[src/rtl/psum_writeback_pkg.sv]
// Shared sizing, types and helpers for the partial-sum writeback stage.
package psum_writeback_pkg;

  localparam int unsigned FILTER_NUM = 32;
  localparam int unsigned PEA_NUM    = 4;
  localparam int unsigned OUT_BYTES  = 16;
  localparam int unsigned ADDR_W     = 32;
  localparam int unsigned CFG_W      = 9;
  localparam int unsigned CNT_W      = 18;

  localparam int unsigned VEC_BYTES = FILTER_NUM * PEA_NUM;
  localparam int unsigned VEC_W     = VEC_BYTES * 8;
  localparam int unsigned BEAT_BITS = OUT_BYTES * 8;
  localparam int unsigned BEATS     = VEC_BYTES / OUT_BYTES;
  localparam int unsigned BEAT_W    = (BEATS > 1) ? $clog2(BEATS) : 1;

  typedef logic [BEAT_BITS-1:0]            beat_t;
  typedef logic [BEATS-1:0][BEAT_BITS-1:0] vec_t;

  typedef enum logic [1:0] {
    ST_IDLE = 2'd0,
    ST_RUN  = 2'd1,
    ST_DONE = 2'd2
  } state_t;

  // Zero every negative byte of a sum vector when enabled.
  function automatic vec_t relu_vec(input vec_t v, input logic en);
    logic [VEC_BYTES-1:0][7:0] b;
    b = v;
    for (int i = 0; i < int'(VEC_BYTES); i++) begin
      if (en && b[i][7]) b[i] = 8'h00;
    end
    return vec_t'(b);
  endfunction

endpackage

[src/rtl/psum_writeback_if.sv]
// Sum-vector input and DRAM write-beat bus of the writeback stage.
interface psum_writeback_if;
  import psum_writeback_pkg::*;

  vec_t              sum_in;
  logic              sum_valid;
  beat_t             out_data;
  logic [ADDR_W-1:0] out_addr;
  logic              out_valid;
  logic              out_ready;

  modport master (
    input  sum_in, sum_valid, out_ready,
    output out_data, out_addr, out_valid
  );

  modport slave (
    output sum_in, sum_valid, out_ready,
    input  out_data, out_addr, out_valid
  );
endinterface

[src/rtl/psum_writeback_vec_fifo.sv]
// Two-entry sum-vector FIFO; a push while full is legal when paired with a pop.
// Exposes the head that will be visible after the next edge so outputs can be registered.
module psum_writeback_vec_fifo
  import psum_writeback_pkg::*;
(
  input  logic clk,
  input  logic rst,
  input  logic push,
  input  vec_t push_data,
  input  logic pop,
  output logic full,
  output logic empty,
  output logic empty_nxt_c,
  output vec_t head_nxt_c
);

  vec_t       mem [2];
  logic       rd_ptr, wr_ptr, rd_nxt;
  logic [1:0] cnt, cnt_nxt;
  logic       push_ok, pop_ok;

  always_comb begin
    push_ok     = push && (!full || pop);
    pop_ok      = pop && !empty;
    rd_nxt      = rd_ptr ^ pop_ok;
    cnt_nxt     = cnt + 2'(push_ok) - 2'(pop_ok);
    empty_nxt_c = (cnt_nxt == 2'd0);
    head_nxt_c  = (push_ok && (wr_ptr == rd_nxt)) ? push_data : mem[rd_nxt];
  end

  always_ff @(posedge clk) begin
    if (push_ok) mem[wr_ptr] <= push_data;
  end

  always_ff @(posedge clk or posedge rst) begin
    if (rst) begin
      rd_ptr <= 1'b0;
      wr_ptr <= 1'b0;
      cnt    <= 2'd0;
      full   <= 1'b0;
      empty  <= 1'b1;
    end else begin
      rd_ptr <= rd_nxt;
      wr_ptr <= wr_ptr ^ push_ok;
      cnt    <= cnt_nxt;
      full   <= (cnt_nxt == 2'd2);
      empty  <= (cnt_nxt == 2'd0);
    end
  end

endmodule

[src/rtl/psum_writeback.sv]
// CCM output stage: ReLU, double-buffer and serialise sum vectors into addressed DRAM write beats.
module psum_writeback
  import psum_writeback_pkg::*;
(
  input  logic              clk,
  input  logic              rst,
  input  logic              start,
  input  logic [CFG_W-1:0]  cfg_col,
  input  logic [CFG_W-1:0]  cfg_row,
  input  logic [ADDR_W-1:0] cfg_base_addr,
  input  logic              relu_en,
  psum_writeback_if.master  bus,
  output logic              busy,
  output logic              frame_done,
  output logic              overflow
);

  state_t             state_q, state_nxt;
  logic [CNT_W-1:0]   vec_total_q, vec_cnt_q, done_cnt_q;
  logic [BEAT_W-1:0]  beat_q, beat_nxt;
  logic               relu_q;
  logic               launch, hs, pop, want, push, drop;
  logic               fifo_full, fifo_empty, fifo_empty_nxt;
  vec_t               head_nxt;

  psum_writeback_vec_fifo u_fifo (
    .clk         (clk),
    .rst         (rst),
    .push        (push),
    .push_data   (relu_vec(bus.sum_in, relu_q)),
    .pop         (pop),
    .full        (fifo_full),
    .empty       (fifo_empty),
    .empty_nxt_c (fifo_empty_nxt),
    .head_nxt_c  (head_nxt)
  );

  always_ff @(posedge clk or posedge rst) begin
    if (rst) state_q <= ST_IDLE;
    else     state_q <= state_nxt;
  end

  // Next state plus per-cycle capture/handshake decisions.
  always_comb begin
    state_nxt = state_q;
    launch    = 1'b0;
    hs        = 1'b0;
    pop       = 1'b0;
    want      = 1'b0;
    push      = 1'b0;
    drop      = 1'b0;
    beat_nxt  = beat_q;
    unique case (state_q)
      ST_IDLE: begin
        if (start) begin
          launch    = 1'b1;
          beat_nxt  = '0;
          state_nxt = ST_RUN;
        end
      end
      ST_RUN: begin
        hs   = bus.out_valid && bus.out_ready && !fifo_empty;
        pop  = hs && (beat_q == BEAT_W'(BEATS - 1));
        want = bus.sum_valid && (vec_cnt_q < vec_total_q);
        // A final-beat pop frees a slot for a vector arriving in the same cycle.
        push = want && (!fifo_full || pop);
        drop = want && fifo_full && !pop;
        if (hs) beat_nxt = pop ? '0 : beat_q + BEAT_W'(1);
        if (pop && (done_cnt_q == vec_total_q - CNT_W'(1))) state_nxt = ST_DONE;
      end
      ST_DONE: state_nxt = ST_IDLE;
      default: state_nxt = ST_IDLE;
    endcase
  end

  // Datapath and registered outputs.
  always_ff @(posedge clk or posedge rst) begin
    if (rst) begin
      beat_q        <= '0;
      vec_total_q   <= '0;
      vec_cnt_q     <= '0;
      done_cnt_q    <= '0;
      relu_q        <= 1'b0;
      busy          <= 1'b0;
      frame_done    <= 1'b0;
      overflow      <= 1'b0;
      bus.out_valid <= 1'b0;
      bus.out_data  <= '0;
      bus.out_addr  <= '0;
    end else begin
      beat_q        <= beat_nxt;
      busy          <= (state_nxt == ST_RUN);
      frame_done    <= (state_nxt == ST_DONE);
      bus.out_valid <= (state_nxt == ST_RUN) && !fifo_empty_nxt;
      bus.out_data  <= head_nxt[beat_nxt];
      if (launch) begin
        vec_total_q  <= CNT_W'(cfg_col) * CNT_W'(cfg_row);
        relu_q       <= relu_en;
        bus.out_addr <= cfg_base_addr;
        overflow     <= 1'b0;
        vec_cnt_q    <= '0;
        done_cnt_q   <= '0;
      end else begin
        if (hs)   bus.out_addr <= bus.out_addr + ADDR_W'(OUT_BYTES);
        if (push) vec_cnt_q    <= vec_cnt_q + CNT_W'(1);
        if (pop)  done_cnt_q   <= done_cnt_q + CNT_W'(1);
        if (drop) overflow     <= 1'b1;
      end
    end
  end

endmodule

[src/flat_wrapper.sv]
// flat-port wrapper written by rule: the top's interface ports become plain ports
module psum_writeback_flat import psum_writeback_pkg::*;
  (clk, rst, start, cfg_col, cfg_row, cfg_base_addr, relu_en, busy, frame_done, overflow, bus_sum_in, bus_sum_valid, bus_out_ready, bus_out_data, bus_out_addr, bus_out_valid);
  psum_writeback_if bus_i ();
  input  logic clk;
  input  logic rst;
  input  logic start;
  input  logic [CFG_W-1:0] cfg_col;
  input  logic [CFG_W-1:0] cfg_row;
  input  logic [ADDR_W-1:0] cfg_base_addr;
  input  logic relu_en;
  output logic busy;
  output logic frame_done;
  output logic overflow;
  input wire logic [$bits(bus_i.sum_in)-1:0] bus_sum_in;
  input wire logic [$bits(bus_i.sum_valid)-1:0] bus_sum_valid;
  input wire logic [$bits(bus_i.out_ready)-1:0] bus_out_ready;
  output wire logic [$bits(bus_i.out_data)-1:0] bus_out_data;
  output wire logic [$bits(bus_i.out_addr)-1:0] bus_out_addr;
  output wire logic [$bits(bus_i.out_valid)-1:0] bus_out_valid;
  assign bus_i.sum_in = bus_sum_in;
  assign bus_i.sum_valid = bus_sum_valid;
  assign bus_i.out_ready = bus_out_ready;
  assign bus_out_data = bus_i.out_data;
  assign bus_out_addr = bus_i.out_addr;
  assign bus_out_valid = bus_i.out_valid;
  psum_writeback u_core (.clk(clk), .rst(rst), .start(start), .cfg_col(cfg_col), .cfg_row(cfg_row), .cfg_base_addr(cfg_base_addr), .relu_en(relu_en), .bus(bus_i), .busy(busy), .frame_done(frame_done), .overflow(overflow));
endmodule
[config.mk]
export PLATFORM = sky130hd
export DESIGN_NAME = psum_writeback_flat
export DESIGN_NICKNAME = d
export VERILOG_FILES = /design/src/rtl/psum_writeback_pkg.sv /design/src/rtl/psum_writeback_if.sv /design/src/rtl/psum_writeback_vec_fifo.sv /design/src/rtl/psum_writeback.sv /design/src/flat_wrapper.sv
export SDC_FILE = /design/constraint.sdc
export NUM_CORES = 2
export LEC_CHECK = 0
export ABC_AREA = 1
export CAP_MARGIN = 20
export CORE_UTILIZATION = 25
export CTS_CLUSTER_DIAMETER = 30
export CTS_CLUSTER_SIZE = 28
export DETAILED_ROUTE_END_ITERATION = 6
export PLACE_DENSITY = 0.43
export SKIP_LAST_GASP = 1
export SLEW_MARGIN = 30
export SYNTH_ARGS = -nofsm -noshare
export SYNTH_HDL_FRONTEND = slang
export SYNTH_SLANG_ARGS = --single-unit
[constraint.sdc]
create_clock -name clk -period 28.2 [get_ports clk]
set_input_delay 2.82 -clock clk [delete_from_list [all_inputs] [get_ports clk]]
set_output_delay 2.82 -clock clk [all_outputs]
set_load 0.02 [all_outputs]
==> metrics.log <==
[metrics] horizontal extent of the die: approximately 690 um
[metrics] TritonCTS Sinks: ~2,300
[metrics] Via Count: slightly above 100k
[metrics] routed length per placed instance: 25.6 um
[metrics] cell with the most instances after synthesis: sky130_fd_sc_hd__nand2_1
[metrics] synthesis-to-finish area growth: 34.3%
[metrics] launch instance of the worst register-to-register path: u_core.state_q[1]
[metrics] final worst hold slack: 0.473 ns
[metrics] number of gates resized after cts: 0
[metrics] core area: 471,000 sq um
[metrics] CTS tree: yes
[metrics] global-route layer with the greatest usage: met2
[metrics] unrepaired setup endpoints after global routing: no
[metrics] cell count after synthesis: 13,300
[metrics] met2 layer usage reported by global route: roughly a third
[metrics] number of synthesized flops with an enable pin: ~2,000
[metrics] post-synthesis sequential area ratio: a little under three fifths
[metrics] Hold Path Class: reg -> reg
[metrics] CP required: slightly below 30 ns
[metrics] worst skew pair latency: roughly 1.1 ns
[metrics] post-placement cell count: between 15,000 and 20,000
[metrics] area used by sequential logic in the layout: 67,300 sq um
[metrics] synthesized cell area: approximately 120,000 sq um
[metrics] Post-Synthesis Mean Instance Area: roughly 8.9 sq um
[metrics] slew margin rel.: 28.1%
[metrics] power density over the cells: approximately 120 nW/um^2
[metrics] slack of the worst reg-to-reg path: 19.56 ns
[metrics] library cell occupying the most area in the post-synthesis netlist: sky130_fd_sc_hd__edfxtp_1
[metrics] Peak VDD IR: approximately 0.09 mV
[metrics] kind of critical path: in -> reg
[metrics] detailed router's first-iteration violation count: ~9,600
[metrics] area fraction of the dominant cell type after synthesis: ~52%
[metrics] total wire length after detailed routing: ~540 mm
[metrics] drc violations: 7
[metrics] Async S/R FF share, synth: roughly 10%
[metrics] vias in the first global route: 98,700
[metrics] count of boundary I/O pins: 1,244
[metrics] worst hold stages: 2
[metrics] status: complete, but fails checks
[metrics] slowest CP cell: sky130_fd_sc_hd__nand3_4
[metrics] total power after layout: 19,800 uW
[metrics] max-slew violation count: 0
[metrics] Port Buf Inserts: between 1,000 and 1,500
[metrics] number of hold violations in the final report: 0
[metrics] Max-cap violations: 0
[metrics] post-DP HPWL: about 370 mm
[metrics] cells along the critical path: clkdlybuf4s50_1 -> nand2_1 -> nor2_1 -> nand2_1 -> nor2_4 -> nand2_1 -> nand2_8 -> buf_4 -> inv_16 -> nand2_1 -> nand2_8 -> nand3_4 -> buf_4 -> buf_4 -> buf_4 -> buf_4 -> buf_4 -> nand2_1 -> nand3_1 -> nand3_1 -> nand2_1
[metrics] destination of the worst hold path: u_core.bus.out_addr[1]
[metrics] Filler Cells Inserted: 48,800
[metrics] Worst R2R End: u_core.bus.out_data[113]
[metrics] maximum number of pins on one net before global-route repair: around 190
[metrics] maximum clock rate: 96.0 MHz
[metrics] crit path time final: between 10 and 15 ns
[metrics] ratio of cells with drive above 1 in the final layout: ~8.7%
[metrics] Vert. Die Dim: between 600 and 700 um
[metrics] Synth Register Bits: approximately 2,300
[metrics] violated checks: DRC
[metrics] area taken by multi-input logic gates: a little under 40,000 sq um
[metrics] Main synth FF type: sky130_fd_sc_hd__edfxtp_1
[metrics] global placement routability congestion: 0.886
[metrics] syn nets: ~14,000
[metrics] DRT antenna net count: 0
[metrics] die area: roughly 480,000 sq um
[metrics] post-route clock skew: about 0.12 ns
[metrics] largest fanout of any net on the critical path: 115
[metrics] hold-fix buffer count after cts: 0
[metrics] NumNets Final: between 15,000 and 20,000
[metrics] starting utilization of the core area: about 25%
[metrics] most instantiated cells after synthesis: 3,251 x sky130_fd_sc_hd__nand2_1, 2,144 x sky130_fd_sc_hd__inv_1, 2,048 x sky130_fd_sc_hd__edfxtp_1
[metrics] H-tree lvl count: 6
[metrics] kind of start point of the critical path: primary input
[metrics] cell row count: around 250
[metrics] hold path startpoint: u_core.bus.out_addr[1]
[metrics] routed via count divided by cell count: ~4.8
[metrics] setup fix buffers added after clock tree synthesis: 0
[metrics] met1 Track Usage GR: 30.7%
[metrics] antenna violations before repair: 72
[metrics] drt pass-1 iters: 7
[metrics] leakage dissipation: 0.0671 uW
[metrics] Slowest Stage Delay on Critical Path: ~0.79 ns
[metrics] fin crit share: between 30% and 40%
[metrics] number of clock buffers inserted by TritonCTS: approximately 660
[metrics] cell types occupying the most area after synthesis: sky130_fd_sc_hd__edfxtp_1 52%, sky130_fd_sc_hd__nand2_1 10%, sky130_fd_sc_hd__inv_1 6.8%
[metrics] post-route setup TNS: 0 ns
[metrics] clock input transition at the sequential cells of the worst setup and hold paths: around 0.040 ns
[metrics] number of distinct library cells after synthesis: 53
[metrics] CTS root buffer: sky130_fd_sc_hd__clkbuf_16
[metrics] Synth warnings: 0
[metrics] global route total overflow: 0
[metrics] global-route wire length before repair: ~760 mm
[metrics] number of cell instances on the worst register-to-register path: 19
[metrics] Least-Margin Pin Slew: around 1.1 ns
[metrics] Arrival @ worst endpoint: about 11 ns
[metrics] final instance count without filler cells: 21,200
[metrics] final core occ: around 34%
[metrics] GRT Total Usage: a little over a fifth
[metrics] clk buf depth: 4
[metrics] global routing met3 resource utilization: under 10%
[metrics] endpoints failing setup: 0
[metrics] crit end category: flip-flop
[how the worst max path moves through the flow]
| stage | slack (ns) | to | startpoint | depth (start not counted) |
|---|---|---|---|---|
| after global routing | 17.27 | u_core.bus.out_data[116] | bus_out_ready | 21 |
| after CTS | 17.77 | u_core.bus.out_data[113] | bus_out_ready | 21 |
| after detailed placement | 16.66 | u_core.bus.out_data[114] | bus_out_ready | 21 |
| after floorplan | -0.34 | u_core.u_fifo.mem[0][0] | bus_out_ready | 9 |
| after global placement | 16.75 | u_core.bus.out_data[111] | bus_out_ready | 21 |
| final | 17.78 | u_core.bus.out_data[113] | bus_out_ready | 21 |
[critical path, delay by kind of cell]
kind,cells,cell delay (ns)
simple gates,13,3.39
buf+inv,8,4.74
[layout make-up]
| class | instances | share of cell area (%) |
|---|---|---|
| antenna | 18 | 0.0283 |
| clock buffer | 814 | 10.9 |
| clock inverter | 412 | 3.08 |
| inverter | 2149 | 5.11 |
| multi-input combinational | 7910 | 24.7 |
| sequential | 2278 | 42.3 |
| tap | 6223 | 4.90 |
| timing repair buffer | 1416 | 8.88 |
[cell usage in the layout, fill, tap and decap left out, types with 11 or more instances in the layout]
master	n
sky130_fd_sc_hd__a21oi_1	53
sky130_fd_sc_hd__and2_1	11
sky130_fd_sc_hd__buf_12	21
sky130_fd_sc_hd__buf_4	141
sky130_fd_sc_hd__bufinv_16	77
sky130_fd_sc_hd__clkbuf_1	128
sky130_fd_sc_hd__clkbuf_16	662
sky130_fd_sc_hd__clkbuf_8	24
sky130_fd_sc_hd__clkdlybuf4s50_1	1242
sky130_fd_sc_hd__clkinv_1	130
sky130_fd_sc_hd__clkinv_16	25
sky130_fd_sc_hd__clkinv_2	117
sky130_fd_sc_hd__clkinv_8	13
sky130_fd_sc_hd__clkinvlp_4	25
sky130_fd_sc_hd__dfrtp_1	228
sky130_fd_sc_hd__diode_2	18
sky130_fd_sc_hd__edfxtp_1	2048
sky130_fd_sc_hd__fa_1	50
sky130_fd_sc_hd__ha_1	63
sky130_fd_sc_hd__inv_1	2141
sky130_fd_sc_hd__inv_16	14
sky130_fd_sc_hd__nand2_1	3248
sky130_fd_sc_hd__nand3_1	835
sky130_fd_sc_hd__nand4_1	917
sky130_fd_sc_hd__nor2_1	1105
sky130_fd_sc_hd__nor3_1	24
sky130_fd_sc_hd__o211ai_1	885
sky130_fd_sc_hd__o21ai_0	344
sky130_fd_sc_hd__o21ai_1	145
sky130_fd_sc_hd__or2_2	134
sky130_fd_sc_hd__xnor2_1	11
sky130_fd_sc_hd__xor2_1	24
[registers in the layout, indices dropped and copies added, names as in the netlist]
register / cells
u_core.u_fifo.mem: 2048
u_core.bus.out_data: 128
u_core.bus.out_addr: 32
u_core.done_cnt_q: 18
u_core.vec_cnt_q: 18
u_core.vec_total_q: 18
u_core.beat_q: 3
u_core.state_q: 2
u_core.u_fifo.cnt: 2
u_core.bus.out_valid: 1
u_core.busy: 1
u_core.frame_done: 1
u_core.overflow: 1
u_core.relu_q: 1
u_core.u_fifo.empty: 1
u_core.u_fifo.full: 1
u_core.u_fifo.rd_ptr: 1
u_core.u_fifo.wr_ptr: 1
[per-layer routing]
layer | vias up | routed length (um)
li1 | 47200 | -
met2 | 4012 | 233000
met3 | 782 | 40600
met5 | - | 295
met4 | 42 | 22600
met1 | 49900 | 247000
[kinds of logic after synthesis]
kind of cell               synth area share (%)
AOI/OAI and AO/OA                          8.12
xor gates and xnor gates                  0.259
adders and majority gates                  1.53
buffers and inverters                      10.1
DFF                                        56.8
and+or+nand+nor                            23.2
[power breakdown]
part	internal (uW)	switching [uW]	leakage, uW	total [uW]
Combinational	1940	5470	0.0345	7410
Sequential	4670	340	0.0219	5010
Clock	5050	2300	0.0108	7350
Total	11700	8110	0.0671	19800
[through the flow]
step	instance area [sq um]	setup WS, ns
final	159000	17.78
after floorplan	118000	-0.335
after CTS	159000	17.77
after global placement	136000	16.75
after detailed placement	136000	16.66
after global routing	159000	17.27
Power figures use the tool's default switching activity.
